===== src/rtl/uart_pkg.sv =====
// Shared state encodings, counter width and rate clamp for the UART transmitter.
package uart_pkg;

   localparam int CNT_W = 13;

   typedef logic [2:0] state_t;

   localparam logic [2:0] IDLE       = 3'b000;
   localparam logic [2:0] START_BIT  = 3'b001;
   localparam logic [2:0] DATA_BITS  = 3'b010;
   localparam logic [2:0] STOP_BIT   = 3'b011;
   localparam logic [2:0] PARITY_BIT = 3'b100;
   localparam logic [2:0] DONE       = 3'b101;

   // Rates of 0 or 1 cannot be timed by the bit counter, so they run as 2.
   function automatic logic [CNT_W-1:0] clamp_cpb(input logic [CNT_W-1:0] cpb);
      return (cpb < CNT_W'(2)) ? CNT_W'(2) : cpb;
   endfunction

endpackage


===== src/rtl/uart_baud_cnt.sv =====
// Bit timer: counts clk cycles from a clear; bit_end flags the last cycle of a bit (count = limit-1).
module uart_baud_cnt
   import uart_pkg::*;
(
   input  logic             clk,
   input  logic             rst,
   input  logic             clear,
   input  logic [CNT_W-1:0] limit,
   output logic             bit_end
);

   logic [CNT_W-1:0] count;

   always_ff @(posedge clk) begin
      if (rst || clear) begin
         count <= '0;
      end else begin
         count <= count + CNT_W'(1);
      end
   end

   assign bit_end = (count == limit - CNT_W'(1));

endmodule


===== src/rtl/uart_tx.sv =====
// UART transmitter, LSB first, stop bit high; even parity bit added when UART_TX_PARITY_EN is defined.
// tx/busy/done are flops and change on the edge that samples start; start is ignored while busy (no queueing).
module uart_tx
   import uart_pkg::*;
#(
   parameter int data_width = 8
) (
   input  logic                  clk,
   input  logic                  rst,
   input  logic [CNT_W-1:0]      CLKS_PER_BIT,
   input  logic                  start,
   input  logic [data_width-1:0] data_in,
   output logic                  tx,
   output logic                  busy,
   output logic                  done
);

   localparam int BC_W = (data_width > 1) ? $clog2(data_width) : 1;
   localparam logic [BC_W-1:0] LAST_BIT = BC_W'(data_width - 1);

   state_t                state;
   logic [CNT_W-1:0]      cpb_q;
   logic [data_width-1:0] shreg;
   logic [BC_W-1:0]       bit_cnt;
   logic                  bit_end;
   logic                  cnt_clear;
`ifdef UART_TX_PARITY_EN
   logic                  parity_q;
`endif

   // The timer restarts at every bit boundary and is held at zero outside a frame.
   assign cnt_clear = (state == IDLE) || (state == DONE) || bit_end;

   uart_baud_cnt u_baud (
      .clk     (clk),
      .rst     (rst),
      .clear   (cnt_clear),
      .limit   (cpb_q),
      .bit_end (bit_end)
   );

   always_ff @(posedge clk) begin
      if (rst) begin
         state   <= IDLE;
         tx      <= 1'b1;
         busy    <= 1'b0;
         done    <= 1'b0;
         cpb_q   <= '0;
         shreg   <= '0;
         bit_cnt <= '0;
`ifdef UART_TX_PARITY_EN
         parity_q <= 1'b0;
`endif
      end else begin
         done <= 1'b0;
         case (state)
            IDLE: begin
               if (start) begin
                  state <= START_BIT;
                  tx    <= 1'b0;
                  busy  <= 1'b1;
                  cpb_q <= clamp_cpb(CLKS_PER_BIT);
                  shreg <= data_in;
`ifdef UART_TX_PARITY_EN
                  parity_q <= ^data_in;
`endif
               end
            end
            START_BIT: begin
               if (bit_end) begin
                  state   <= DATA_BITS;
                  tx      <= shreg[0];
                  shreg   <= shreg >> 1;
                  bit_cnt <= '0;
               end
            end
            DATA_BITS: begin
               if (bit_end) begin
                  if (bit_cnt == LAST_BIT) begin
`ifdef UART_TX_PARITY_EN
                     state <= PARITY_BIT;
                     tx    <= parity_q;
`else
                     state <= STOP_BIT;
                     tx    <= 1'b1;
`endif
                  end else begin
                     bit_cnt <= bit_cnt + BC_W'(1);
                     tx      <= shreg[0];
                     shreg   <= shreg >> 1;
                  end
               end
            end
`ifdef UART_TX_PARITY_EN
            PARITY_BIT: begin
               if (bit_end) begin
                  state <= STOP_BIT;
                  tx    <= 1'b1;
               end
            end
`endif
            STOP_BIT: begin
               if (bit_end) begin
                  state <= DONE;
                  done  <= 1'b1;
               end
            end
            DONE: begin
               state <= IDLE;
               busy  <= 1'b0;
            end
            default: begin
               state <= IDLE;
               tx    <= 1'b1;
               busy  <= 1'b0;
            end
         endcase
      end
   end

endmodule


===== config.mk =====
export PLATFORM = sky130hd
export DESIGN_NAME = uart_tx
export DESIGN_NICKNAME = d
export VERILOG_FILES = /design/src/rtl/uart_pkg.sv /design/src/rtl/uart_baud_cnt.sv /design/src/rtl/uart_tx.sv
export SDC_FILE = /design/constraint.sdc
export NUM_CORES = 1
export LEC_CHECK = 0
export CAP_MARGIN = 10
export CORE_MARGIN = 5
export CORE_UTILIZATION = 50
export CTS_CLUSTER_DIAMETER = 60
export CTS_CLUSTER_SIZE = 16
export DETAILED_ROUTE_END_ITERATION = 10
export PLACE_DENSITY = 0.75
export SLEW_MARGIN = 20
export SYNTH_ARGS = -nofsm -noshare
export SYNTH_HDL_FRONTEND = slang
export SYNTH_SLANG_ARGS = --single-unit

===== constraint.sdc =====
create_clock -name clk -period 2.3 [get_ports clk]
set_input_delay 0.345 -clock clk [delete_from_list [all_inputs] [get_ports clk]]
set_output_delay 0.345 -clock clk [all_outputs]
set_load 0.005 [all_outputs]

==> impl_results.md <==
* Outcome: finished with violations
* Violations in the final reports: setup timing
* Average wire per standard cell at 14.4 microns
* Arrival time of data at the critical path endpoint at 2.58 ns
* Post-detailed-route DRC marker count at 0
* TNS Setup at -0.694 ns
* Commonest cells after routing, fill and taps aside: sky130_fd_sc_hd__dfxtp_1 (41), sky130_fd_sc_hd__nand2_1 (35), sky130_fd_sc_hd__nor2_1 (32)
* Global-route wire length before repair at 9.13 mm
* Cell at the slowest stage of the critical path: sky130_fd_sc_hd__dfxtp_4
* Cell count after synthesis at 284
* Worst path top cell family by delay: simple AND/OR/NAND/NOR gates
* Number of antenna cells inserted at 0
* Floorplan die width at 78.3 microns
* Comb pwr share at 24.8%
* Via count of the first global-routing pass at 1990
* Maximum frequency from static timing analysis at 419 MHz
* Vias per Instance at 5.52
* Type of the most critical hold path: flip-flop to flip-flop
* Number of synthesized register bits at 43
* Global routing usage summed across all routing layers at 18.4%
* Cell type with the largest total area after synthesis: sky130_fd_sc_hd__dfxtp_1
* Num ports at 27
* Total length of routed wires at 5.53 mm
* Power per cell area at 551 mW/mm^2
* Hold-fix buffers at CTS at 0
* Area share of xor/xnor cells in the synthesized design at 10.1%
* Combined buffer and inverter count along the critical path at 4
* Number of fill cells in the layout at 357
* Max-slew violation total from the final report at 0
* Setup-violating endpoint count in the final report at 12
* Worst Clk Skew at 0.00685 ns
* Number of levels in the clock H-tree at 2
* Number of warnings printed during yosys synthesis at 0
* Switching Fraction at 28.9%
* Synthesized-area fraction occupied by ao, oa, aoi and oai cells at 13.4%
* Count of port buffers added during placement at 26
* Slew of the pin with the lowest slew margin at 0.517 ns
* Post-detailed-placement cell area at 0.00284 sq mm
* Core Util, Final at 69.7%
* Routability congestion estimate at 0.875
* Rel. slew slack at 65.2%
* Num rows at 24
* Layout cells sized above 1 at 21.6%
* Number of antenna violations at the first check in global routing at 0
* Crit-path most repeated cell: sky130_fd_sc_hd__buf_4
* Most common cell after layout, fill and taps aside: sky130_fd_sc_hd__dfxtp_1
* Net count reported at finish at 360
* Vias post-DR at 2125
* Placeable core region at 0.00444 sq mm
* Switching Power at 493 uW
* Area Overhead vs Synth at 32.8%
* Number of buffers added by the clock tree synthesis step at 5
* Latest clock arrival within the worst-skew pair at 0.30 ns
* Leftover overflow at the end of global routing at 0
* Post-route total power at 1.71 mW
* Area share of fa/ha/maj cells after synthesis at 2.14%
* Clock tree from TritonCTS: built
* Cell Int Power at 1.21 mW
* Die Outline Area at 0.00613 sq mm
* Post-synthesis average cell area at 8.22 sq um
* Type of the worst setup path: flip-flop to flip-flop
* Sequential group share of total power at 47.6%
* Maximum number of pins on one net before global-route repair at 20
* Power share of the clock group at 27.6%
* Dominant combinational cell family by area after synthesis: simple AND/OR/NAND/NOR gates
* Largest incremental delay on the critical path at 0.38 ns
* Chain of cells forming the critical path: inv_2 > ha_4 > nor3b_4 > and2_4 > buf_4 > buf_4 > a311o_1 > nor4b_4 > buf_4 > mux2i_1 > nor2_1
* Final Hold Vio Count at 0
* Element type at the critical path end: flip-flop
* Highest ir drop seen on vdd at 0.000426 V
* Final period util at 104%
* Largest cells by area after synthesis: sky130_fd_sc_hd__dfxtp_1 (37%), sky130_fd_sc_hd__xor2_1 (6.8%), sky130_fd_sc_hd__nand2_1 (5.8%)
* Synthesized cell area at 0.00233 sq mm
* DRC marker count from the first detailed-route iteration at 164
* Post-route setup slack at -0.0849 ns
* Worst slack, placed at -0.142 ns
* Final standard cell area without fillers at 0.00310 sq mm
* Clock tree sinks at 43
* Static leakage at 1.19 nW
* Number of different library cells in the post-synthesis netlist at 43
* Register area share after synthesis at 36.9%
* DPL Wire Length at 4.01 mm
* Max Buffers Root-to-Sink at 2
* CP Data Required Time at 2.49 ns
* Mux cell area share after synthesis at 5.25%
* Die span in y at 78.3 microns
* Period minus WS final at 2.38 ns
* Clock-pin slew on the worst setup and hold paths at 0.08 ns
* Post-route ant nets at 0
* Initial Utilization at 52.5%
* Root buf cell: sky130_fd_sc_hd__clkbuf_8
* Number of max-cap violations at 0
* First-pass DRT Iterations at 5
* Synth top area share at 36.9%
* Worst setup SP type: flip-flop
* Max Fanout on Critical Path at 5
* Number of nets produced by synthesis at 312
* Post-synthesis share of cell area spent on and, or, nand and nor gates at 28.3%
* Setup repair after global routing missed its margin: true
[synth_stat cells, drive strengths merged]
cell	n
and2	3
and3	3
mux2i	10
nor3b	1
a211oi	7
inv	5
nor4	7
mux2	2
nor2	32
o21ai	6
or3	2
nand3b	2
xor2	18
and4b	1
clkbuf	9
or2	3
nand2	36
dfxtp	43
a311o	1
a221oi	3
o21a	1
nand2b	10
nand3	12
buf	7
o21ba	1
a31oi	7
a22oi	1
nor3	14
or3b	1
nor4b	2
a21oi	18
xnor2	9
nand4	2
ha	4
or4	1
[path summary, 6_finish.rpt]
kind,slack (ns),depth (start not counted),from,endpoint
worst max-delay path,-0.08,11,cpb_q[0],bit_cnt[0]
worst min register to register,0.48,2,cpb_q[12],cpb_q[12]
worst max register to register,-0.08,11,cpb_q[0],bit_cnt[0]
worst min-delay path,0.48,2,cpb_q[12],cpb_q[12]
[tightest hold or removal path: stages (launching register included)]
cell and delay, ns:
sky130_fd_sc_hd__dfxtp_1 0.32, sky130_fd_sc_hd__nand2_1 0.05, sky130_fd_sc_hd__a21oi_1 0.06
[layer usage]
metal | vias to the layer above | global-route usage (%) | share of wire (%)
met5 | - | 0 | 0
met4 | 0 | 5.59 | 1.3
met3 | 8 | 4.00 | 3.8
met2 | 39 | 31.4 | 50
met1 | 995 | 23.1 | 45
li1 | 1083 | - | -
[timing repair]
| action | 4_1_cts | 5_1_grt |
|---|---|---|
| endpoints found under the hold margin | 0 | 0 |
| setup buffers | 3 | 1 |
| gates cloned | 0 | 0 |
| resized for setup | 11 | 16 |
| setup endpoints to repair | 26 | 29 |
| pin swaps | 6 | 11 |
[state kept, by name, summed over array words and instances, names as in the netlist]
name and flops:
cpb_q 13, done 1, tx 1, state 3, bit_cnt 3, u_baud.count 13, shreg 8, busy 1
[power by group through the flow]
stage	Sequential, mW	Clock, mW	Combinational, mW
after detailed placement	0.828	0	0.372
after global placement	0.828	0	0.364
after floorplan	0.823	0	0.228
after global routing	0.819	0.513	0.457
final	0.814	0.471	0.424
after CTS	0.813	0.476	0.397
[metrics by stage]
stage | std cells | hold WS (ns)
CTS | 384 | 0.481
global placement | 373 | 0.455
detailed placement | 373 | 0.459
finish | 385 | 0.478
floorplan | 284 | 0.442
global route | 385 | 0.494
[cell families (layout without fill, tap and decap cells)]
group / after synthesis / count (layout)
compound gates: 45 / 45
flops: 43 / 43
simple gates: 132 / 132
buf+inv: 21 / 70
xor+xnor: 27 / 27
mux: 12 / 12
fa+ha+maj: 4 / 4
[layout make-up]
class	instances	area, sq um	share of cell area (%)
inverters	5	21.3	0.686
repair buffers	57	526	17.0
clock buffers	7	76.3	2.46
multi-input cells	220	1540	49.6
clock inverters	1	5.00	0.161
flip-flops and latches	43	868	28.0
well taps	52	65.1	2.10
(Power assumes the default switching activity.)
==> patch (same flow settings) <==
Set the package constant `CNT_W` to 26 (it was 13).
--- a/src/rtl/uart_pkg.sv
+++ b/src/rtl/uart_pkg.sv
@@ -1,7 +1,7 @@
 // Shared state encodings, counter width and rate clamp for the UART transmitter.
 package uart_pkg;
 
-   localparam int CNT_W = 13;
+   localparam int CNT_W = 26;
 
    typedef logic [2:0] state_t;
 
Ports: changed (resized CLKS_PER_BIT); port bits go from 27 to 40. No check against the original RTL was run, so the function may have changed too.
==> patch against the unedited design <==
- the run still ends with negative setup slack left
- synthesized cell count rose by 76%
- worst setup slack got worse by 0.86 ns
- sequential power increased by 58%
- power grew 80%
- synthesized area up 75%
- routed wire length rose by 120%
- design area up 83%
- sequential cell count grew 26
- clock skew rose by 0.0057 ns
- critical endpoint is now shreg[2]
==> patch: results (changes against the unedited design) <==
Outcome
  – Status: finished, violations left (unchanged)
  – Failing checks: negative setup slack (unchanged)

Synthesis
  – Area contributors post-synth: dfxtp_1 (34%), xor2_1 (6.4%), nand2_1 (6.3%) (was dfxtp_1 (37%), xor2_1 (6.8%), nand2_1 (5.8%))
  – Synth cell count leaders: dfxtp_1 (69), nand2_1 (68), nor2_1 (48) (was dfxtp_1 (43), nand2_1 (36), nor2_1 (32))
  – FFs w/ async S/R, synth: 0 (unchanged)
  – Ys Warns: 0 (unchanged)
  – Post-synth cell types: 66 (was 43)
  – Mapped Nets: 542 (was 312)
  – Seq/Total Area, Yosys: 0.339 (was 0.369)

Setup path
  – Arrival time worst endpoint: 3.47 ns (was 2.58 ns)
  – CP Max Fanout: 5 (unchanged)

STA
  – Worst Skew: 0.0126 ns (was 0.00685 ns)
  – Final setup vio count: 42 (was 12)
  – Final setup margin: -0.941 ns (was -0.0849 ns)
  – Least-Margin Pin Slew: 0.429 ns (was 0.517 ns)
  – Fin Setup TNS: -34.38 ns (was -0.694 ns)

Routing
  – Via count: 4255 (was 2125)
  – Overall routed net length: 11900 µm (was 5530 µm)
  – Drt first pass iters: 5 (unchanged)
  – Iter 0 DRT Violations: 230 (was 164)

CTS
  – Max Root-Sink Buffers: 2 (unchanged)
  – CTS Buf Count: 9 (was 5)
  – Skew-Pair Late Insertion Delay: 0.35 ns (was 0.30 ns)
  – CTS clk-pin slew, worst paths: 0.07 ns
  – Htree depth: 3 (was 2)
  – Root buf cell: clkbuf_8 (unchanged)

Global routing
  – GRT Total Usage: 0.248 (was 0.184)
  – Largest net degree at the start of global routing: 36 (was 20)
  – Vias in the first global route: 4224 (was 1990)
  – Antenna violations before repair: 0 (unchanged)
  – First-pass GRT wire length: 20000 µm (was 9130 µm)

Final layout
  – Largest regs: cpb_q (26), u_baud.count (26), shreg (8) (was cpb_q (13), u_baud.count (13), shreg (8))
  – Fillers: 645 (was 357)
  – Share of cells above drive strength 1: 0.283 (was 0.216)
  – Layout Nets: 673 (was 360)
  – Antenna diode count: 0 (unchanged)

Power
  – Leak: 0.00229 µW (was 0.00119 µW)
  – Worst vdd ir: 0.360 mV (was 0.426 mV)

Min path
  – Hold Crit Class: register to register (unchanged)

Floorplan
  – Initial core utilization: 0.504 (was 0.525)

Placement
  – IO Port Bufs: 39 (was 26)
  – Hpwl dp: 8560 µm (was 4010 µm)
  – GPL Wtd Cong: 0.915 (was 0.875)
## patch: cell types whose count changed after synthesis, moves of 14 or more
cell	change
nand2_1	+32
dfxtp_1	+26
nor2_1	+16
xnor2_1	+16
nor3_1	+14
## patch: logic make-up (layout without fill, tap and decap cells)
logic type,count (synthesis),count (layout),synth area share
fa+ha+maj,4,4,0.0123
buf+inv,39,175,0.0503
compound gates,80,80,0.144
simple gates,252,252,0.332
mux,2,2,0.00491
flops,69,69,0.339
xor+xnor,55,55,0.118
## patch: where the power goes
group          switching, µW  internal (µW)
logic                    435            465
registers               40.5           1240
clock network            435            451
total                    911           2160
## patch: final cells by class
type                            instances  share of cell area
Timing Repair Buffer                  154               0.237
Tap cell                              105              0.0231
Multi-Input combinational cell        393               0.462
Sequential cell                        69               0.244
Inverter                                5             0.00330
Clock inverter                          1            0.000880
Clock buffer                           15              0.0293
## patch: what timing repair did
action,in CTS,in global routing
hold buffers,0,0
cloned,3,0
gates resized for setup,30,8
setup buffers,11,4
pin swaps,18,9
endpoints found under the setup margin,42,42
## patch: final timing paths
kind                 start  slack (ns)  cells after the start       end
setup reg to reg  cpb_q[2]       -0.94                      9  shreg[2]
setup / recovery  cpb_q[2]       -0.94                      9  shreg[2]
hold / removal        busy        0.47                      1      busy
hold reg to reg       busy        0.47                      1      busy
## patch: critical path, stage by stage (launching register included)
cell,delay [ns]
dfxtp_2,0.34
buf_4,0.13
nor3_2,0.20
and4_4,0.25
or4b_2,0.64
a2111o_4,0.52
or4_4,0.57
buf_6,0.17
a221oi_2,0.24
nor3_1,0.06
## patch: metal layers
layer / part of all wire / vias to the layer above / GRT usage / wire (µm)
met5: 0 / - / 0 / 0
met4: 0.029 / 0 / 0.109 / 344
met3: 0.048 / 38 / 0.0542 / 573
met2: 0.50 / 135 / 0.427 / 5970
met1: 0.42 / 2023 / 0.296 / 5040
li1: - / 2059 / - / -
## patch: through the flow
| stage | instances | cell area [µm²] | hold WS, ns |
|---|---|---|---|
| after floorplan | 501 | 4120 | 0.449 |
| after global placement | 709 | 5200 | 0.454 |
| after detailed placement | 709 | 5200 | 0.454 |
| after CTS | 739 | 5640 | 0.470 |
| after global routing | 742 | 5690 | 0.483 |
| final | 742 | 5690 | 0.472 |
